$ cat src/rtl/div_seq_ctrl.sv
// Multi-cycle restoring divider sequencer for DIV/DIVU in the execute stage.
// Produces {remainder, quotient} one quotient bit per cycle, with stall and annul handling.
module div_seq_ctrl #(
    parameter int WIDTH = 32
) (
    input  logic                 clk,
    input  logic                 rst,
    input  logic                 start_i,
    input  logic                 annul_i,
    input  logic                 signed_div_i,
    input  logic [WIDTH-1:0]     opdata1_i,
    input  logic [WIDTH-1:0]     opdata2_i,
    output logic [2*WIDTH-1:0]   result_o,
    output logic                 ready_o,
    output logic                 stallreq_o
);

    localparam int CNT_W = $clog2(WIDTH + 1);
    localparam logic [CNT_W-1:0] CNT_LAST = CNT_W'(WIDTH);

    typedef enum logic [1:0] {
        S_FREE   = 2'd0,
        S_BYZERO = 2'd1,
        S_ON     = 2'd2,
        S_END    = 2'd3
    } state_t;

    state_t             state;
    logic [CNT_W-1:0]   cnt;
    logic [WIDTH-1:0]   rem_q;
    logic [WIDTH-1:0]   dvd_q;
    logic [WIDTH-1:0]   dvs_q;
    logic               neg_a_q;
    logic               neg_b_q;

    // Two's-complement negate when en is set; the most negative value maps onto itself.
    function automatic logic [WIDTH-1:0] neg_if(input logic [WIDTH-1:0] v, input logic en);
        logic signed [WIDTH-1:0] s;
        s = signed'(v);
        return en ? WIDTH'(-s) : v;
    endfunction

    logic               a_neg;
    logic               b_neg;
    logic [WIDTH-1:0]   abs_a;
    logic [WIDTH-1:0]   abs_b;
    logic [WIDTH:0]     shifted;
    logic [WIDTH:0]     diff;
    logic               borrow;
    logic [WIDTH-1:0]   quot_fin;
    logic [WIDTH-1:0]   rem_fin;

    always_comb begin
        a_neg    = signed_div_i & opdata1_i[WIDTH-1];
        b_neg    = signed_div_i & opdata2_i[WIDTH-1];
        abs_a    = neg_if(opdata1_i, a_neg);
        abs_b    = neg_if(opdata2_i, b_neg);
        // Partial remainder is always below the divisor, so a WIDTH+1 bit difference
        // exposes the borrow in its top bit.
        shifted  = {rem_q, dvd_q[WIDTH-1]};
        diff     = shifted - {1'b0, dvs_q};
        borrow   = diff[WIDTH];
        quot_fin = neg_if(dvd_q, neg_a_q ^ neg_b_q);
        rem_fin  = neg_if(rem_q, neg_a_q);
    end

    assign stallreq_o = start_i & ~ready_o & ~annul_i;

    always_ff @(posedge clk or negedge rst) begin
        if (!rst) begin
            state    <= S_FREE;
            cnt      <= '0;
            rem_q    <= '0;
            dvd_q    <= '0;
            dvs_q    <= '0;
            neg_a_q  <= 1'b0;
            neg_b_q  <= 1'b0;
            result_o <= '0;
            ready_o  <= 1'b0;
        end else begin
            case (state)
                S_FREE: begin
                    ready_o  <= 1'b0;
                    result_o <= '0;
                    if (start_i && !annul_i) begin
                        if (opdata2_i == '0) begin
                            state <= S_BYZERO;
                        end else begin
                            state   <= S_ON;
                            cnt     <= '0;
                            rem_q   <= '0;
                            dvd_q   <= abs_a;
                            dvs_q   <= abs_b;
                            neg_a_q <= a_neg;
                            neg_b_q <= b_neg;
                        end
                    end
                end
                S_BYZERO: begin
                    if (annul_i) begin
                        state <= S_FREE;
                    end else begin
                        state    <= S_END;
                        result_o <= '0;
                        ready_o  <= 1'b1;
                    end
                end
                S_ON: begin
                    if (annul_i) begin
                        state    <= S_FREE;
                        result_o <= '0;
                        ready_o  <= 1'b0;
                    end else if (cnt == CNT_LAST) begin
                        state    <= S_END;
                        result_o <= {rem_fin, quot_fin};
                        ready_o  <= 1'b1;
                    end else begin
                        // Dividend register doubles as the quotient shift register.
                        rem_q <= borrow ? shifted[WIDTH-1:0] : diff[WIDTH-1:0];
                        dvd_q <= {dvd_q[WIDTH-2:0], ~borrow};
                        cnt   <= cnt + CNT_W'(1);
                    end
                end
                S_END: begin
                    if (!start_i) begin
                        state    <= S_FREE;
                        result_o <= '0;
                        ready_o  <= 1'b0;
                    end
                end
                default: begin
                    state <= S_FREE;
                end
            endcase
        end
    end

endmodule

$ cat config.mk
export PLATFORM = sky130hd
export DESIGN_NAME = div_seq_ctrl
export DESIGN_NICKNAME = d
export VERILOG_FILES = /design/src/rtl/div_seq_ctrl.sv
export SDC_FILE = /design/constraint.sdc
export NUM_CORES = 1
export LEC_CHECK = 0
export BUFFER_PORTS_ARGS = -buffer_cell sky130_fd_sc_hd__buf_2
export CAP_MARGIN = 20
export CORE_ASPECT_RATIO = 1.5
export CORE_MARGIN = 2
export CORE_UTILIZATION = 60
export CTS_CLUSTER_SIZE = 30
export DETAILED_ROUTE_END_ITERATION = 8
export MAX_ROUTING_LAYER = met4
export PLACE_DENSITY = 0.91
export SLEW_MARGIN = 25
export SYNTH_ARGS = -nofsm -noshare
export SYNTH_HDL_FRONTEND = slang
export SYNTH_SLANG_ARGS = --single-unit
$ cat constraint.sdc
create_clock -name clk -period 9.8 [get_ports clk]
set_input_delay 0 -clock clk [delete_from_list [all_inputs] [get_ports clk]]
set_output_delay 0 -clock clk [all_outputs]
set_load 0.05 [all_outputs]
Word level (Yosys, flattened, before mapping)
Cells that the tools add are included.
- RAM bits: 0
- bits in read-only memories: 0
- logic and storage cells: 81
- memories kept: 0
- latch bits: 0
- register bits: 171
- multiplexer cells: 37
- bitwise operators: 9
- divide/modulo/power cells: 0
- multiply operators: 0
- reduce and logical (&&, ||, !) cells: 9
- $add $sub $neg: 6
- eq/ne operators: 11
- order comparisons: 0
- shift-type cells: 0
- operators with widths (kind ; count):
    2-to-1 mux 32 bit ; 13
    2-to-1 mux 64 bit ; 4
    case mux 64 bit (4 select lines) ; 1
    negator 32 bit ; 4
    case mux 32 bit (2 select lines) ; 2
    subtractor 33 x 32 -> 33 bit ; 1
    zero test 32 bit ; 1
    2-to-1 mux 6 bit ; 4
    2-to-1 mux 2 bit ; 6
    inequality test 2 bit (second input constant) ; 6
    case mux 6 bit (2 select lines) ; 1
    AND reduction 3 bit ; 3
    case mux 2 bit (4 select lines) ; 1
    adder 6 x 1 -> 6 bit (second input constant) ; 1
    == test 6 bit (second input constant) ; 1
    AND reduction 5 bit ; 1
    AND 1 bit ; 4
    == test 2 bit (second input constant) ; 2
    2-to-1 mux 1 bit ; 4
    NOT 1 bit ; 4
    case mux 1 bit (4 select lines) ; 1
    inequality test 3 bit (second input constant) ; 1
    == test 2 x 1 -> 1 bit (second input constant) ; 1
    zero test 2 bit ; 1
    4 further kinds ; 4

Logic depth before layout (Yosys ltp)
Gate-level depths: netlist (run 1).
- depth after elaboration: 5
- mapped depth: 13

Least setup slack after synthesis (run 1)
No wires, ideal clock.
- path type: register to register
- start point: register dvd_q[31]
- end point: register rem_q[10]
- setup time: 0.133 ns
- cell stages (with the launch flop): 14
- required time: 9.667 ns
- path slack: 6.504 ns
- clock period less this slack: 3.296 ns
- arrival time: 3.162 ns
- cells stage by stage: dfrtp_1 inv_1 ha_1 fa_1 nand2b_1 a21o_1 a31o_2 o21ba_2 o211a_1 o31ai_2 xor2_1 buf_2 mux2i_1 o21ai_0
- cells in the longest elaborated chain, start to end: 5
- ends and longest elaborated chain (item ; RTL line ; text):
    start, declared ; 31 ; logic [WIDTH-1:0] dvd_q;
    start signal, assigned ; 92 ; dvd_q <= abs_a;
    start signal, assigned ; 120 ; dvd_q <= {dvd_q[WIDTH-2:0], ~borrow};
    subtractor 33 x 32 -> 33 bit ; 61 ; diff = shifted - {1'b0, dvs_q};
    2-to-1 mux 32 bit ; 119 ; rem_q <= borrow ? shifted[WIDTH-1:0] : diff[WIDTH-1:0];
    2-to-1 mux 32 bit ; 113 ; end else if (cnt == CNT_LAST) begin
    2-to-1 mux 32 bit ; 109 ; if (annul_i) begin
    case mux 32 bit (2 select lines) ; 81 ; case (state)
    end signal, assigned ; 119 ;
    end, declared ; 30 ; logic [WIDTH-1:0] rem_q;
Every way passes these cells. The select of a mux whose other input is x is not followed.
A chain may end at the register's enable or synchronous reset.

Worst setup path after layout (run 1)
- start point: input opdata2_i[0]
- end point: register cnt[3]
- cells in the longest elaborated chain, start to end: 3
- ends and longest elaborated chain (item ; RTL line ; text):
    start, declared ; 12 ; input logic [WIDTH-1:0] opdata2_i,
    zero test 32 bit ; 86 ; if (opdata2_i == '0) begin
    inequality test 2 bit (no line) ; - ;
    AND reduction 5 bit (no line) ; - ;
    end signal, assigned ; 121 ; cnt <= cnt + CNT_W'(1);
    end, declared ; 29 ; logic [CNT_W-1:0] cnt;
Every way passes these cells.

==> metrics.md, run 1 <==
| Metric | Value |
|---|---|
| Status | `finished clean` |
| Max cap viols | `0` |
| Ys flop type | `dfrtp_1` |
| Clock latency on the worst-skew pair | `0.43 ns` |
| Critical Path RT | `10.12 ns` |
| GP Congestion | `0.9905` |
| Max IR drop VDD | `around 0.19 mV` |
| Global-route wire length before repair | `46,580 µm` |
| Initial core utilization | `approximately three fifths` |
| Worst-path clk slew | `0.07 ns` |
| Share of cells above drive strength 1 | `13.23%` |
| Setup Buffers After CTS | `0` |
| Synth top area cells | `dfrtp_1 (38%), o21ai_0 (7.7%), xor2_1 (6.5%), nand2_1 (6.4%), a21oi_1 (5.5%)` |
| Root Buffer | `clkbuf_16` |
| WL final | `28,540 µm` |
| Max_slew headroom | `~30%` |
| DRT Pass-1 Iters | `7` |
| Top Ports | `135` |
| Mapped Avg Cell Area | `8.257 µm²` |
| Max incr delay on CP | `0.71 ns` |
| Area of the die | `0.01991 mm²` |
| Via/cell ratio | `5.976` |
| Final slew viol count | `0` |
| Chip height | `between 150 and 200 µm` |
| ANT nets after route | `0` |
| List of most frequent post-synthesis cells | `nand2_1 (192), o21ai_0 (174), dfrtp_1 (171), a21oi_1 (123), nor2_1 (108)` |
| Cell taking the most area after synthesis | `dfrtp_1` |
| EDFF count, synth | `0` |
| DP HPWL | `19,880 µm` |
| Setup violators final | `0` |
| Synth Area in XOR/XNOR | `10.97%` |
| Total power divided by cell area | `259.8 mW/mm²` |
| Min Tclk post-route | `4.124 ns` |
| Wire length per cell | `16.23 µm` |
| Fillers | `1,452` |
| Starting DRT DRC Count | `about 1,000` |
| Width of the die | `115.9 µm` |
| Num CTS Buffers | `17` |
| Post-DP Area | `0.01210 mm²` |
| Critical path's slowest cell | `buf_4` |
| Synth top area share | `a little under two fifths` |
| Compound-cell area share of the yosys netlist | `around 22%` |
| Fin Hold WS | `0.007031 ns` |
| CP Max Fanout | `86` |
| Critical-path cell list | `dlygate4sd3_1, buf_2, inv_1, ha_1, nor3b_1, nand3_1, nor4_2, nand3_1, nor4_2, o21ai_1, o21ai_4, buf_4, o21ai_0, a22o_1` |
| Count of cell types in the netlist | `61` |
| Core Rows | `61` |
| Via count | `10,510` |
| Final period utilization | `about 42%` |
| Final instance area | `0.01306 mm²` |
| H-tree depth | `4` |
| Area growth syn-to-layout | `15.92%` |
| I/O Buffers | `134` |
| Initial antenna violation count | `1` |
| Final #Nets | `1,604` |
| Slew of the pin with the lowest slew margin | `1.052 ns` |
| CTS tree | `done` |
| Synth Cell Area | `0.01126 mm²` |
| Largest net degree at the start of global routing | `104` |
| Leakage Power | `0.006031 µW` |
| Register bit total from synthesis | `approximately 170` |
| Post-synthesis sequential area ratio | `38.00%` |
| Clock sinks | `171` |
| Final Core Density | `70.68%` |
| HP Class | `in -> reg` |
| YS warnings | `0` |
| Syn Nets | `1,477` |
| Clock Skew | `between 0.01 and 0.015 ns` |
| RSZ-0062 raised after global routing | `no` |
| Vias in the first global route | `10,040` |
| Post-synthesis mux area share | `1.955%` |
| Total track usage | `between 20% and 30%` |
| DRC violations left | `0` |
| Fin. Hold Viols | `0` |
| Max clock buf depth | `2` |
| Synth Area in Adders | `4.955%` |
| Core ar. | `around 0.018 mm²` |
| Crit end category | `flop` |
| Most numerous cell in the Yosys netlist | `nand2_1` |
| Startpoint Class | `input pin` |
| Synthesized netlist cell count | `1,364` |
| Crit path kind | `in -> reg` |
| Achievable frequency | `242.5 MHz` |
| Critical Path AT | `roughly 4.4 ns` |
| Synth async-reset ratio | `between 90% and 100%` |
| Main combinational cell family by area after synthesis | `compound AO/OA/AOI/OAI gates` |
| Post-Synth Simple-Gate Area | `18.18%` |
| Gr ovfl total | `0` |
| Setup TNS | `0 ns` |
-- registers in the layout (all words and copies together), names as in the netlist --
name,cells
result_o,64
dvd_q,32
dvs_q,32
rem_q,32
cnt,6
state,2
neg_a_q,1
neg_b_q,1
ready_o,1
-- cell usage in the layout (no fill, tap or decap), types with 15 or more instances in the layout --
| cell | count |
|---|---|
| clkbuf_16 | 17 |
| xnor2_1 | 56 |
| nor2_1 | 108 |
| o21ai_0 | 174 |
| xor2_1 | 83 |
| nand2b_1 | 15 |
| dfrtp_1 | 170 |
| buf_2 | 133 |
| a21oi_1 | 123 |
| mux2i_1 | 22 |
| o31ai_1 | 23 |
| ha_1 | 42 |
| inv_1 | 53 |
| nor3_1 | 28 |
| dlygate4sd3_1 | 36 |
| nand2_1 | 191 |
| nand3_1 | 19 |
-- per-stage QoR --
step                      setup WS [ns]  total power, µW  std cells
after detailed placement          5.821             2687       1688
final                             5.676             3391       1758
after global placement            5.818             2622       1687
after CTS                         5.702             3372       1756
after global routing              5.198             3629       1758
after floorplan                   6.504             2317       1364
-- worst max-delay path: cells and delay by family --
kind | cells | cell delay (ns)
AO/OA/AOI/OAI | 4 | 0.92
adder cells (fa/ha/maj) | 1 | 0.17
buffers and inverters | 4 | 1.47
AND/OR/NAND/NOR | 5 | 1.84
-- what timing repair did --
action	CTS	global route
hold buffers	36	0
endpoints found under the hold margin	136	0
gates resized for setup	0	0
-- cell families after synthesis --
| logic type | count (synthesis) |
|---|---|
| xor gates and xnor gates | 141 |
| and+or+nand+nor | 446 |
| muxes | 22 |
| buffers and inverters | 122 |
| DFF | 171 |
| adders and majority gates | 44 |
| AOI/OAI and AO/OA | 418 |
-- where the power goes --
part	leakage, µW	internal [µW]	switching (µW)
Sequential	0.00223	904	176
Clock	0.000287	373	293
Combinational	0.00351	549	1100
-- worst paths after layout --
check                      slack, ns  cells after the start           from           end
setup / recovery                5.68                     14   opdata2_i[0]        cnt[3]
hold / removal                 0.007                      5  opdata1_i[25]     dvd_q[25]
setup reg to reg                5.88                     13      dvd_q[31]     rem_q[10]
hold reg to reg                 0.47                      2   result_o[28]  result_o[28]
max in group asynchronous       8.07                      3            rst       neg_a_q
min in group asynchronous       0.26                      2            rst     dvs_q[28]
-- layout make-up --
cell class / instances / area, µm² / area share (%)
multi-input cells: 1071 / 6565 / 50.29
repair buffers: 177 / 1110 / 8.501
flip-flops and latches: 171 / 4280 / 32.79
inverters: 53 / 198.9 / 1.524
well taps: 252 / 315.3 / 2.415
clock inverters: 12 / 113.9 / 0.8721
diodes: 2 / 5.005 / 0.03834
clock buffers: 20 / 466.7 / 3.575
-- metal layers --
metal	part of all wire [%]	GRT usage [%]	up-vias
met5	0	-	-
met4	3.4	13.87	0
met3	5.0	3.700	87
met2	52	52.83	408
met1	39	33.42	4954
li1	-	-	5056
Power figures use the tool's default switching activity.
==> run 2: changes to the inputs <==
CORE_UTILIZATION = 54   (was 60)
PLACE_DENSITY = 0.87   (was 0.91)
clock period = 3.6 ns   (was 9.8 ns; I/O delays follow)
==> metrics.md, run 2 (same netlist as run 1, synthesis figures left out) <==
| Metric | Value |
|---|---|
| Critical path's slowest cell | `fa_1` |
| Final #Nets | `1,626 (+1.4%)` |
| Critical Path AT | `3.77 ns (-0.67 ns)` |
| Startpoint Class | `flop` |
| Final slew viol count | `0 (unchanged)` |
| Initial core utilization | `55.15% (-5.8 points)` |
| Critical Path RT | `3.92 ns (-6.20 ns)` |
| Wire length per cell | `16.51 µm (+1.7%)` |
| Largest net degree at the start of global routing | `98 (-5.8%)` |
| CP Max Fanout | `14 (-84%)` |
| Most frequent cells in the layout | `nand2_1 (191), o21ai_0 (172), dfrtp_1 (171)` |
| I/O Buffers | `134 (unchanged)` |
| WP buf/inv | `3 (-1)` |
| Starting DRT DRC Count | `876 (-16%)` |
| Final Worst Setup Slack | `0.1560 ns (-5.520 ns)` |
| DRC violations left | `0 (unchanged)` |
| Chip height | `180.9 µm (+5.3%)` |
| Worst path depth | `14 (unchanged)` |
| ANT nets after route | `0 (unchanged)` |
| CTS tree | `done` |
| HP Class | `in -> reg` |
| WL final | `29,600 µm (+3.7%)` |
| Share of cells above drive strength 1 | `14.56% (+1.3 points)` |
| Root Buffer | `clkbuf_16` |
| Max reg flops | `64 (unchanged)` |
| Global-route wire length before repair | `47,950 µm (+2.9%)` |
| Width of the die | `121.9 µm (+5.2%)` |
| Fillers | `1,692 (+17%)` |
| Post-Place Worst Slack | `0.1126 ns (-5.708 ns)` |
| Achievable frequency | `290.4 MHz` |
| Clock Skew | `0.005499 ns (-0.005280 ns)` |
| Hold path depth | `5 (unchanged)` |
| Crit path kind | `reg -> reg` |
| Area of the die | `0.02205 mm² (+11%)` |
| Cell depth of the worst flop-to-flop path | `14 (+1)` |
| Fin. Hold Viols | `0 (unchanged)` |
| Core ar. | `0.02042 mm² (+11%)` |
| DRT Pass-1 Iters | `5 (-2)` |
| Setup violators final | `0 (unchanged)` |
| Area growth syn-to-layout | `18.13%` |
| Initial antenna violation count | `4 (+3)` |
| DP HPWL | `21,460 µm (+8.0%)` |
| Setup slack, reg-to-reg | `0.16 ns (-5.72 ns)` |
| Status | `finished clean` |
| Max clock buf depth | `2 (unchanged)` |
| Slew of the pin with the lowest slew margin | `0.9015 ns (-0.1501 ns)` |
| Clock latency on the worst-skew pair | `0.44 ns (about the same)` |
| Max_slew headroom | `39.90% (+10 points)` |
| Via/cell ratio | `5.895 (-1.4%)` |
| Core Rows | `64 (+4.9%)` |
| Reg with most FFs | `result_o` |
| Critical-path cell list | `inv_1, ha_2, fa_1, nand2b_4, a21o_1, a31o_2, o21ba_4, o211a_4, o31ai_2, buf_4, xor2_4, clkbuf_16, mux2i_1, o21ai_1` |
| Max IR drop VDD | `0.4095 mV (+110%)` |
| Worst-path clk slew | `0.07 ns (about the same)` |
| Final period utilization | `a little over nine tenths` |
| H-tree depth | `4 (unchanged)` |
| Crit-path leading delay family | `compound AO/OA/AOI/OAI gates` |
| Total power divided by cell area | `704.5 mW/mm² (+170%)` |
| Min Tclk post-route | `3.444 ns` |
| Leakage Power | `0.006148 µW (+1.9%)` |
| Setup Buffers After CTS | `0 (unchanged)` |
| Fin Hold WS | `0.006304 ns (-0.0007278 ns)` |
| Vias in the first global route | `10,190 (+1.4%)` |
| Total track usage | `27.72% (-2.2 points)` |
| Crit end category | `flop` |
| Gr ovfl total | `0 (unchanged)` |
| Most common cell after layout, fill and taps aside | `nand2_1` |
| Top Ports | `135 (unchanged)` |
| Max cap viols | `0 (unchanged)` |
| Num CTS Buffers | `17 (unchanged)` |
| Clock sinks | `171 (unchanged)` |
| GP Congestion | `0.9188 (-7.2%)` |
| Max incr delay on CP | `0.38 ns (-0.33 ns)` |
| Via count | `10,570 (+0.61%)` |
-- run 2: cell types whose count changed in the layout (fill, tap and decap cells not counted), moves of 2 or more --
cell	before	now
o21ai_1	6	8
clkinvlp_4	1	5
buf_12	0	5
buf_4	6	22
o21ai_0	174	172
clkinv_4	4	0
diode_2	2	4
clkbuf_8	3	1
clkbuf_16	17	19
-- run 2: where the power goes --
| part | switching [µW] | leakage [µW] | internal, µW |
|---|---|---|---|
| logic | 3110 | 0.00365 | 1610 |
| registers | 434 | 0.00223 | 2460 |
| clock network | 793 | 0.000261 | 969 |
| total | 4330 | 0.00615 | 5040 |
-- run 2: worst paths after layout --
check | end | startpoint
max reg2reg | rem_q[12] | dvd_q[31]
min reg2reg | result_o[27] | result_o[27]
min in group asynchronous | dvs_q[29] | rst
max in group asynchronous | result_o[26] | rst
min | dvs_q[20] | opdata2_i[20]
max | rem_q[12] | dvd_q[31]
-- run 2: what timing repair did --
action,4_1_cts,5_1_grt
resized for setup,0,7
setup endpoints to repair,0,29
hold endpoints to repair,129,0
hold buffers,36,0
-- run 2: cell type report --
cell class	instances	area (µm²)	area share, %
sequential	171	4279	32.16
inverter	53	198.9	1.495
timing repair buffer	199	1353	10.17
antenna	4	10.01	0.07524
clock inverter	13	117.6	0.8840
clock buffer	18	439.2	3.301
tap	264	330.3	2.483
multi-input combinational	1071	6576	49.43
-- run 2: metal layers --
layer  vias to the layer above  part of all wire [%]  GRT usage, %  wire [µm]
met5                         -                     0             -          0
met1                      4997                    38         30.30      11380
li1                       5096                     -             -          -
met4                         0                   4.3         14.30       1277
met3                        94                   4.7         3.662       1384
met2                       382                    53         48.45      15570
-- run 2: stage by stage --
stage | area (µm²) | cells | TNS [ns] | utilization, % | power, µW
6_report | 13300 | 1793 | 0 | 65.15 | 9373
3_5_place_dp | 12300 | 1720 | 0 | 60.23 | 7495
3_3_place_gp | 12300 | 1720 | 0 | 60.23 | 7333
4_1_cts | 13220 | 1787 | 0 | 64.72 | 9322
2_1_floorplan | 11260 | 1364 | 0 | - | 6308
5_1_grt | 13300 | 1793 | -0.08688 | 65.15 | 10020
-- run 2: tightest hold or removal path, delay by kind of cell --
family | cells | cell delay (ns)
AO/OA/AOI/OAI | 1 | 0.05
AND/OR/NAND/NOR | 1 | 0.11
buffers and inverters | 2 | 0.12
XOR/XNOR | 1 | 0.12
